`src/rtl/retrosoc_pad_ctrl.sv`:
```
// Pad-control block between the SoC core and the tri-state pad ring.
// Per pad it provides a function mux, a 2-flop input sync, an optional debounce filter and edge interrupts.
module retrosoc_pad_ctrl #(
  parameter int PAD_NUM = 16,
  parameter int ALT_NUM = 2,
  parameter int DEB_W   = 8
) (
  input  logic                       clk_i,
  input  logic                       rst_n_i,
  input  logic                       mem_valid_i,
  input  logic [7:0]                 mem_addr_i,
  input  logic [31:0]                mem_wdata_i,
  input  logic [3:0]                 mem_wstrb_i,
  output logic [31:0]                mem_rdata_o,
  output logic                       mem_ready_o,
  input  logic [PAD_NUM*ALT_NUM-1:0] alt_out_i,
  input  logic [PAD_NUM*ALT_NUM-1:0] alt_oe_i,
  output logic [PAD_NUM-1:0]         alt_in_o,
  output logic [PAD_NUM-1:0]         pad_c2p_o,
  output logic [PAD_NUM-1:0]         pad_c2p_en_o,
  input  logic [PAD_NUM-1:0]         pad_p2c_i,
  output logic                       irq_o
);

  localparam logic [5:0] A_OUT    = 6'h00;
  localparam logic [5:0] A_OE     = 6'h01;
  localparam logic [5:0] A_IN     = 6'h02;
  localparam logic [5:0] A_FSEL0  = 6'h03;
  localparam logic [5:0] A_FSEL1  = 6'h04;
  localparam logic [5:0] A_DEBEN  = 6'h05;
  localparam logic [5:0] A_DEBDIV = 6'h06;
  localparam logic [5:0] A_RISE   = 6'h07;
  localparam logic [5:0] A_FALL   = 6'h08;
  localparam logic [5:0] A_STAT   = 6'h09;

  typedef logic [PAD_NUM-1:0] pads_t;

  pads_t out_q, out_d, oe_q, oe_d, deb_en_q, deb_en_d;
  pads_t rise_en_q, rise_en_d, fall_en_q, fall_en_d, stat_q, stat_d, stat_clr, edge_ev;
  pads_t sync1_q, sync2_q, filt_q, filt_d, filt_dly_q;
  logic [2*PAD_NUM-1:0]    fsel_q, fsel_d;
  logic [63:0]             fsel_ext;
  logic [PAD_NUM-1:0][1:0] cnt_q, cnt_d;
  logic [DEB_W-1:0]        div_q, div_d, pre_q, pre_d;
  logic                    ready_q, irq_q, tick, acc, wr;
  logic [31:0]             rdata_q, rd, wmask;
  logic [5:0]              widx;
  logic                    addr_unused;

  function automatic pads_t merge_pads(input pads_t old, input logic [31:0] wd, input logic [31:0] m);
    for (int i = 0; i < PAD_NUM; i++) merge_pads[i] = m[i] ? wd[i] : old[i];
  endfunction

  function automatic logic [31:0] zext_pads(input pads_t v);
    zext_pads = '0;
    zext_pads[PAD_NUM-1:0] = v;
  endfunction

  assign acc         = mem_valid_i & ~ready_q;
  assign wr          = acc & (mem_wstrb_i != 4'b0000);
  assign widx        = mem_addr_i[7:2];
  assign addr_unused = ^mem_addr_i[1:0];
  assign wmask       = {{8{mem_wstrb_i[3]}}, {8{mem_wstrb_i[2]}}, {8{mem_wstrb_i[1]}}, {8{mem_wstrb_i[0]}}};

  always_comb begin
    out_d     = out_q;
    oe_d      = oe_q;
    fsel_d    = fsel_q;
    deb_en_d  = deb_en_q;
    div_d     = div_q;
    rise_en_d = rise_en_q;
    fall_en_d = fall_en_q;
    stat_clr  = '0;
    if (wr) begin
      case (widx)
        A_OUT:    out_d     = merge_pads(out_q, mem_wdata_i, wmask);
        A_OE:     oe_d      = merge_pads(oe_q, mem_wdata_i, wmask);
        A_DEBEN:  deb_en_d  = merge_pads(deb_en_q, mem_wdata_i, wmask);
        A_RISE:   rise_en_d = merge_pads(rise_en_q, mem_wdata_i, wmask);
        A_FALL:   fall_en_d = merge_pads(fall_en_q, mem_wdata_i, wmask);
        A_STAT:   stat_clr  = merge_pads('0, mem_wdata_i, wmask);
        A_DEBDIV: for (int i = 0; i < DEB_W; i++) div_d[i] = wmask[i] ? mem_wdata_i[i] : div_q[i];
        default: ;
      endcase
      // Pads 0-15 live in FSEL0, pads 16-31 in FSEL1, two bits each.
      for (int p = 0; p < PAD_NUM; p++) begin
        if (widx == ((p < 16) ? A_FSEL0 : A_FSEL1)) begin
          for (int b = 0; b < 2; b++)
            fsel_d[2*p+b] = wmask[2*(p%16)+b] ? mem_wdata_i[2*(p%16)+b] : fsel_q[2*p+b];
        end
      end
    end
  end

  always_comb begin
    tick   = (pre_q == '0);
    pre_d  = (wr && widx == A_DEBDIV) ? '0 : (tick ? div_q : pre_q - DEB_W'(1));
    filt_d = filt_q;
    cnt_d  = cnt_q;
    for (int p = 0; p < PAD_NUM; p++) begin
      if (!deb_en_q[p]) begin
        filt_d[p] = sync2_q[p];
        cnt_d[p]  = 2'd0;
      end else if (tick) begin
        if (sync2_q[p] == filt_q[p]) begin
          cnt_d[p] = 2'd0;
        end else if (cnt_q[p] == 2'd3) begin
          filt_d[p] = sync2_q[p];
          cnt_d[p]  = 2'd0;
        end else begin
          cnt_d[p] = cnt_q[p] + 2'd1;
        end
      end
      if (!deb_en_d[p]) cnt_d[p] = 2'd0;
    end
    edge_ev = (filt_q & ~filt_dly_q & rise_en_q) | (~filt_q & filt_dly_q & fall_en_q);
    // A new edge in the same cycle as its W1C clear keeps the bit set.
    stat_d  = (stat_q & ~stat_clr) | edge_ev;
  end

  always_comb begin
    rd       = '0;
    fsel_ext = '0;
    fsel_ext[2*PAD_NUM-1:0] = fsel_q;
    case (widx)
      A_OUT:    rd = zext_pads(out_q);
      A_OE:     rd = zext_pads(oe_q);
      A_IN:     rd = zext_pads(filt_q);
      A_FSEL0:  rd = fsel_ext[31:0];
      A_FSEL1:  rd = fsel_ext[63:32];
      A_DEBEN:  rd = zext_pads(deb_en_q);
      A_DEBDIV: rd[DEB_W-1:0] = div_q;
      A_RISE:   rd = zext_pads(rise_en_q);
      A_FALL:   rd = zext_pads(fall_en_q);
      A_STAT:   rd = zext_pads(stat_q);
      default:  rd = '0;
    endcase
  end

  always_comb begin
    pad_c2p_o    = '0;
    pad_c2p_en_o = '0;
    for (int p = 0; p < PAD_NUM; p++) begin
      if (fsel_q[2*p +: 2] == 2'd0) begin
        pad_c2p_o[p]    = out_q[p];
        pad_c2p_en_o[p] = oe_q[p];
      end
      for (int k = 0; k < ALT_NUM; k++) begin
        if (fsel_q[2*p +: 2] == 2'(k + 1)) begin
          pad_c2p_o[p]    = alt_out_i[k*PAD_NUM+p];
          pad_c2p_en_o[p] = alt_oe_i[k*PAD_NUM+p];
        end
      end
    end
  end

  always_ff @(posedge clk_i or negedge rst_n_i) begin
    if (!rst_n_i) begin
      out_q      <= '0;
      oe_q       <= '0;
      fsel_q     <= '0;
      deb_en_q   <= '0;
      div_q      <= '0;
      rise_en_q  <= '0;
      fall_en_q  <= '0;
      stat_q     <= '0;
      sync1_q    <= '0;
      sync2_q    <= '0;
      filt_q     <= '0;
      filt_dly_q <= '0;
      cnt_q      <= '0;
      pre_q      <= '0;
      ready_q    <= 1'b0;
      rdata_q    <= '0;
      irq_q      <= 1'b0;
    end else begin
      out_q      <= out_d;
      oe_q       <= oe_d;
      fsel_q     <= fsel_d;
      deb_en_q   <= deb_en_d;
      div_q      <= div_d;
      rise_en_q  <= rise_en_d;
      fall_en_q  <= fall_en_d;
      stat_q     <= stat_d;
      sync1_q    <= pad_p2c_i;
      sync2_q    <= sync1_q;
      filt_q     <= filt_d;
      filt_dly_q <= filt_q;
      cnt_q      <= cnt_d;
      pre_q      <= pre_d;
      ready_q    <= acc;
      rdata_q    <= acc ? rd : '0;
      irq_q      <= |stat_q;
    end
  end

  assign mem_ready_o = ready_q;
  assign mem_rdata_o = rdata_q;
  assign alt_in_o    = filt_q;
  assign irq_o       = irq_q;

endmodule

```
`config.mk`:
```
export PLATFORM = sky130hd
export DESIGN_NAME = retrosoc_pad_ctrl
export DESIGN_NICKNAME = d
export VERILOG_FILES = /design/src/rtl/retrosoc_pad_ctrl.sv
export SDC_FILE = /design/constraint.sdc
export NUM_CORES = 1
export LEC_CHECK = 0
export CAP_MARGIN = 5
export CORE_UTILIZATION = 36
export CTS_BUF_LIST = sky130_fd_sc_hd__clkbuf_4 sky130_fd_sc_hd__clkbuf_8
export DETAILED_ROUTE_END_ITERATION = 8
export PLACE_DENSITY = 0.58
export SETUP_SLACK_MARGIN = 0.4
export SLEW_MARGIN = 20
export SYNTH_ARGS = -nofsm -noshare
export SYNTH_HDL_FRONTEND = slang
export SYNTH_SLANG_ARGS = --single-unit
```
`constraint.sdc`:
```
create_clock -name clk_i -period 1.9 [get_ports clk_i]
set_input_delay 0.57 -clock clk_i [delete_from_list [all_inputs] [get_ports clk_i]]
set_output_delay 0.57 -clock clk_i [all_outputs]
set_load 0.01 [all_outputs]
```
==> results.md <==
- The number of synthesized flops with an enable pin is 0.
- The cell area that synthesis handed to floorplanning was approximately 0.012 sq mm.
- The global placement routability congestion is 0.944.
- The share of total power dissipated in the clock network is 0.351.
- The total I/O pin count is about 210.
- The maximum clock insertion buffer count is 3.
- The clock tree root buffer cell is sky130_fd_sc_hd__clkbuf_8.
- Of the total power, the share spent switching nets is 0.271.
- The number of buffers added by the clock tree synthesis step is 47.
- After detailed routing, the number of remaining DRC violations is 0.
- Synthesis instantiated 48 different standard cells from the library.
- In this run the tool buffered the top-level ports with slightly above 200 buffer cells.
- The clock arrives with a little over 0.02 ns of skew.
- The critical path goes through mux2i_4 -> o21ai_1 -> buf_2.
- The sequential cell area fraction in the yosys report is 0.558.
- In this run the mean area of a mapped cell was 12.2 sq um.
- The total overflow left after global routing is 0.
- The maximum net fanout on the critical path is 5.
- Relative to the synthesized area, the layout overhead comes to 55.7%.
- The final count of hold timing violations was 0.
- The number of global-route vias before repair is between 10000 and 15000.
- Setup repair after global routing could not meet its margin everywhere.
- The initial utilization of the core area, before any placement, comes to 0.367.
- The delay contributed by the slowest stage of the critical path is 0.48 ns.
- The cell type group with the largest total delay on the critical path is flip-flops.
- The later pin in the worst-skew pair is clocked with a latency of approximately 0.57 ns.
- At the placement stage, the worst setup path has a slack of -0.796 ns.
- Max-cap violations in this run came to 0.
- The final route contains 10100 vias.
- The library cell contributing the largest single delay on the critical path is sky130_fd_sc_hd__dfrtp_2.
- The flow ran to the end, but the final reports show violations.
- The setup path with the least slack is of type flop to primary output.
- Yosys attributes the largest share of cell area to sky130_fd_sc_hd__dfrtp_1 56%, sky130_fd_sc_hd__mux2_2 14%, sky130_fd_sc_hd__mux2i_1 4.2%.
- Summed over all nets, the switching power comes to roughly 4.0 mW.
- After the last flow step, the layout net total stands at 1600.
- Synthesis produced a netlist whose cell count is between 1000 and 1500.
- STA classifies the critical path endpoint as a primary output.
- The synthesized net count is 1157.
- The clock-pin slew reported for the worst setup and hold paths after clock tree synthesis is about 0.06 ns.
- The slew of the pin with the lowest slew margin is 0.642 ns.
- The initial DRC count is around 750.
- The worst hold path was traced through 0 stages.
- The required time of the critical path is 1.33 ns.
- The most critical setup path has its startpoint at fsel_q[0].
- The class of the worst hold path is flop to flop.
- The number of levels the H-tree was split into is 2.
- The setup slack after layout is -0.223 ns.
- The maximum number of pins on one net before global-route repair is 56.
- Dividing total power by cell area gives a power density of roughly 760 mW/mm^2.
- Of the total power, registers draw 0.470.
- The worst hold slack across all endpoints is approximately 0.34 ns.
- The worst setup path is launched from a flop.
- The die covers 0.0349 sq mm.
- The arrival time at the worst endpoint is ~1.6 ns.
- In this run the tightest slew margin relative to its limit is 0.568.
- Across the VDD grid, the largest voltage drop is approximately 0.00046 V.
- The count of pins over their slew limit is 0.
- For this run, the number of Yosys warnings is 0.
- The number of vias per cell is between 5 and 6.
- The number of cell instances on the worst register-to-register path is 6.
- The share of synthesized area in the top cell type comes to 0.558.
- The checks that failed: setup timing.
- The initial antenna violation count is 0.
- The fraction of the core area covered by cells at the end of the flow is 0.571.
- Of the total power, combinational logic draws 0.179.
- Following the worst setup path forward leads to its endpoint at pad_c2p_en_o[0].
- The first global-routing pass estimated 60400 um of wire.
- The startpoint identified for the worst register-to-register timing path is pre_q[4].
- The number of diodes added for antenna fixing is 0.
- Setup slack on the worst reg-to-reg path comes out at -0.07 ns.
- The endpoint of the lowest-slack register-to-register path is cnt_q[4].
- The floorplan step defined a core boundary enclosing 0.0335 sq mm.
- The post-detailed-placement half-perimeter wirelength is around 27000 um.
- TritonCTS built the clock tree.
- For this run, asynchronously set or reset flops after synthesis account for 1.00.
- The routed length per instance is around 21 um.
- The largest total area in the synthesized netlist belongs to sky130_fd_sc_hd__dfrtp_1.
- The row count is 67.
- The count of final setup violators is 44.
- The share of the clock period used by the worst path after layout is 1.12.
- The maximum clock frequency is around 0.47 GHz.
- The detail route stage leaves a number of antenna-violating nets equal to 0.
- The routed design could run at a clock period as short as between 2 and 2.5 ns.
- Counting both buffers and inverters, the worst setup path holds a total of 1.
- For this run, the detailed router's first-pass iteration total came to 9.
- In this run, synthesis produced a sequential element count of 274.
- The internal power of the cells totals between 10 and 15 mW.
- For this run, the leading register cell type out of synthesis is sky130_fd_sc_hd__dfrtp_1.
- The clock drives 274 sinks.
- After detailed routing, the total wire length is about 40000 um.
- The overall die width is roughly 190 um.
- In this run the number of cells on the critical path is 3.
- The cell leakage power is between 8 and 9 nW.
- For this run, the total global-route usage over all layers was measured as 0.222.
- The proportion of layout cells with a drive suffix above 1 is 0.503.
- In this run the vertical extent of the chip is 187 um.
==> state kept, by name, indices dropped and copies added, names as in the netlist <==
| name | count |
|---|---|
| mem_rdata_o | 32 |
| deb_en_q | 16 |
| alt_in_o | 16 |
| oe_q | 16 |
| irq_o | 1 |
| rise_en_q | 16 |
| fall_en_q | 16 |
| mem_ready_o | 1 |
| out_q | 16 |
| fsel_q | 32 |
| sync2_q | 16 |
| div_q | 8 |
| sync1_q | 16 |
| pre_q | 8 |
| cnt_q | 32 |
| filt_dly_q | 16 |
| stat_q | 16 |
==> what timing repair did <==
item                                   CTS  global route
pin swaps                              125            69
buffers inserted                        45            32
setup endpoints to repair              306           306
gates resized for setup                555           171
hold buffers                             1             0
endpoints found under the hold margin   21             0
cloned                                   4             4
==> how the worst min path moves through the flow <==
stage	start	endpoint
3_3_place_gp	sync1_q[1]	sync2_q[1]
6_report	sync1_q[14]	sync2_q[14]
4_1_cts	sync1_q[14]	sync2_q[14]
5_1_grt	sync1_q[9]	sync2_q[9]
2_1_floorplan	rst_n_i	alt_in_o[0]
3_5_place_dp	sync1_q[13]	sync2_q[13]
==> routing by layer <==
metal | GRT usage | wire length (um)
met5 | 0 | 0
met4 | 0.0895 | 1610
met3 | 0.0448 | 2520
met2 | 0.371 | 19500
met1 | 0.282 | 16500
==> Yosys cell counts (4+ instances only) <==
cell and instances:
sky130_fd_sc_hd__o21ai_0 63, sky130_fd_sc_hd__o2bb2ai_1 8, sky130_fd_sc_hd__nand3_1 24, sky130_fd_sc_hd__nor4_1 5, sky130_fd_sc_hd__nand2_1 101, sky130_fd_sc_hd__nand3b_1 15
sky130_fd_sc_hd__a211oi_1 7, sky130_fd_sc_hd__a22oi_1 10, sky130_fd_sc_hd__nor2_1 32, sky130_fd_sc_hd__a222oi_1 21, sky130_fd_sc_hd__ha_1 18, sky130_fd_sc_hd__mux2_2 151
sky130_fd_sc_hd__buf_2 7, sky130_fd_sc_hd__clkbuf_1 19, sky130_fd_sc_hd__and2_1 19, sky130_fd_sc_hd__inv_1 8, sky130_fd_sc_hd__xor2_1 10, sky130_fd_sc_hd__a21oi_1 39
sky130_fd_sc_hd__nand2_2 6, sky130_fd_sc_hd__or4_1 10, sky130_fd_sc_hd__mux2i_1 51, sky130_fd_sc_hd__o22ai_1 4, sky130_fd_sc_hd__a21o_1 16, sky130_fd_sc_hd__nor3_2 4
sky130_fd_sc_hd__nor2b_1 27, sky130_fd_sc_hd__nor3_1 4, sky130_fd_sc_hd__dfrtp_1 274, sky130_fd_sc_hd__nor2_2 4, sky130_fd_sc_hd__a21boi_0 13, sky130_fd_sc_hd__xnor2_1 11
==> cell families after synthesis <==
| kind of cell | share of synthesized area |
|---|---|
| DFF | 0.558 |
| and+or+nand+nor | 0.110 |
| muxes | 0.183 |
| xor gates and xnor gates | 0.0150 |
| adders and majority gates | 0.0183 |
| buffers and inverters | 0.0126 |
| AOI/OAI and AO/OA | 0.103 |
==> per-stage QoR <==
step	cell area, sq um	power [mW]	TNS, ns	std cells
after global routing	19200	15.3	-7.85	1926
final	19200	14.6	-3.56	1926
after global placement	16600	9.15	-133.65	1768
after floorplan	13000	7.94	-10.15	1012
after detailed placement	16600	9.18	-136.71	1768
after CTS	18200	14.5	-4.26	1890
==> cell usage in the layout, fill, tap and decap left out, types with 6 or more instances in the layout <==
cell / n
sky130_fd_sc_hd__buf_2: 69
sky130_fd_sc_hd__buf_6: 78
sky130_fd_sc_hd__nor2b_2: 11
sky130_fd_sc_hd__nand2_2: 18
sky130_fd_sc_hd__buf_12: 25
sky130_fd_sc_hd__nand2_1: 82
sky130_fd_sc_hd__clkbuf_4: 17
sky130_fd_sc_hd__o21ai_1: 33
sky130_fd_sc_hd__mux2_2: 19
sky130_fd_sc_hd__xor2_1: 10
sky130_fd_sc_hd__mux2_4: 132
sky130_fd_sc_hd__and2_4: 17
sky130_fd_sc_hd__xnor2_1: 11
sky130_fd_sc_hd__a21boi_2: 11
sky130_fd_sc_hd__ha_1: 17
sky130_fd_sc_hd__dfrtp_2: 14
sky130_fd_sc_hd__mux2i_1: 48
sky130_fd_sc_hd__nor2_1: 26
sky130_fd_sc_hd__or4_4: 9
sky130_fd_sc_hd__clkbuf_8: 52
sky130_fd_sc_hd__a22oi_2: 6
sky130_fd_sc_hd__nand3_4: 6
sky130_fd_sc_hd__nor2b_1: 11
sky130_fd_sc_hd__dfrtp_1: 260
sky130_fd_sc_hd__o21ai_2: 17
sky130_fd_sc_hd__clkdlybuf4s50_1: 113
sky130_fd_sc_hd__nand3b_1: 15
sky130_fd_sc_hd__inv_1: 6
sky130_fd_sc_hd__nor2_4: 7
sky130_fd_sc_hd__nand3_2: 15
sky130_fd_sc_hd__a21o_1: 16
sky130_fd_sc_hd__nand2_8: 7
sky130_fd_sc_hd__a222oi_1: 21
sky130_fd_sc_hd__buf_4: 123
sky130_fd_sc_hd__o2bb2ai_1: 7
sky130_fd_sc_hd__a21oi_2: 26
sky130_fd_sc_hd__a211oi_2: 7
sky130_fd_sc_hd__o21ai_0: 12
sky130_fd_sc_hd__a21oi_1: 13
sky130_fd_sc_hd__nor3_4: 7
==> power by group through the flow <==
stage	Combinational, mW	Sequential (mW)	Clock [mW]
2_1_floorplan	1.16	6.78	0
3_3_place_gp	2.22	6.93	0
3_5_place_dp	2.24	6.94	0
4_1_cts	2.37	6.84	5.24
5_1_grt	2.81	6.92	5.54
6_report	2.61	6.86	5.12
==> area by class of cell <==
cell class	count	area, sq um
clock buffer	69	843
inverter	8	30.0
multi-input combinational	700	6780
sequential	274	6870
timing repair buffer	424	4040
clock inverter	3	25.0
tap	448	561
fill	2812	14400
No activity file was read; power rests on OpenSTA's default activity.
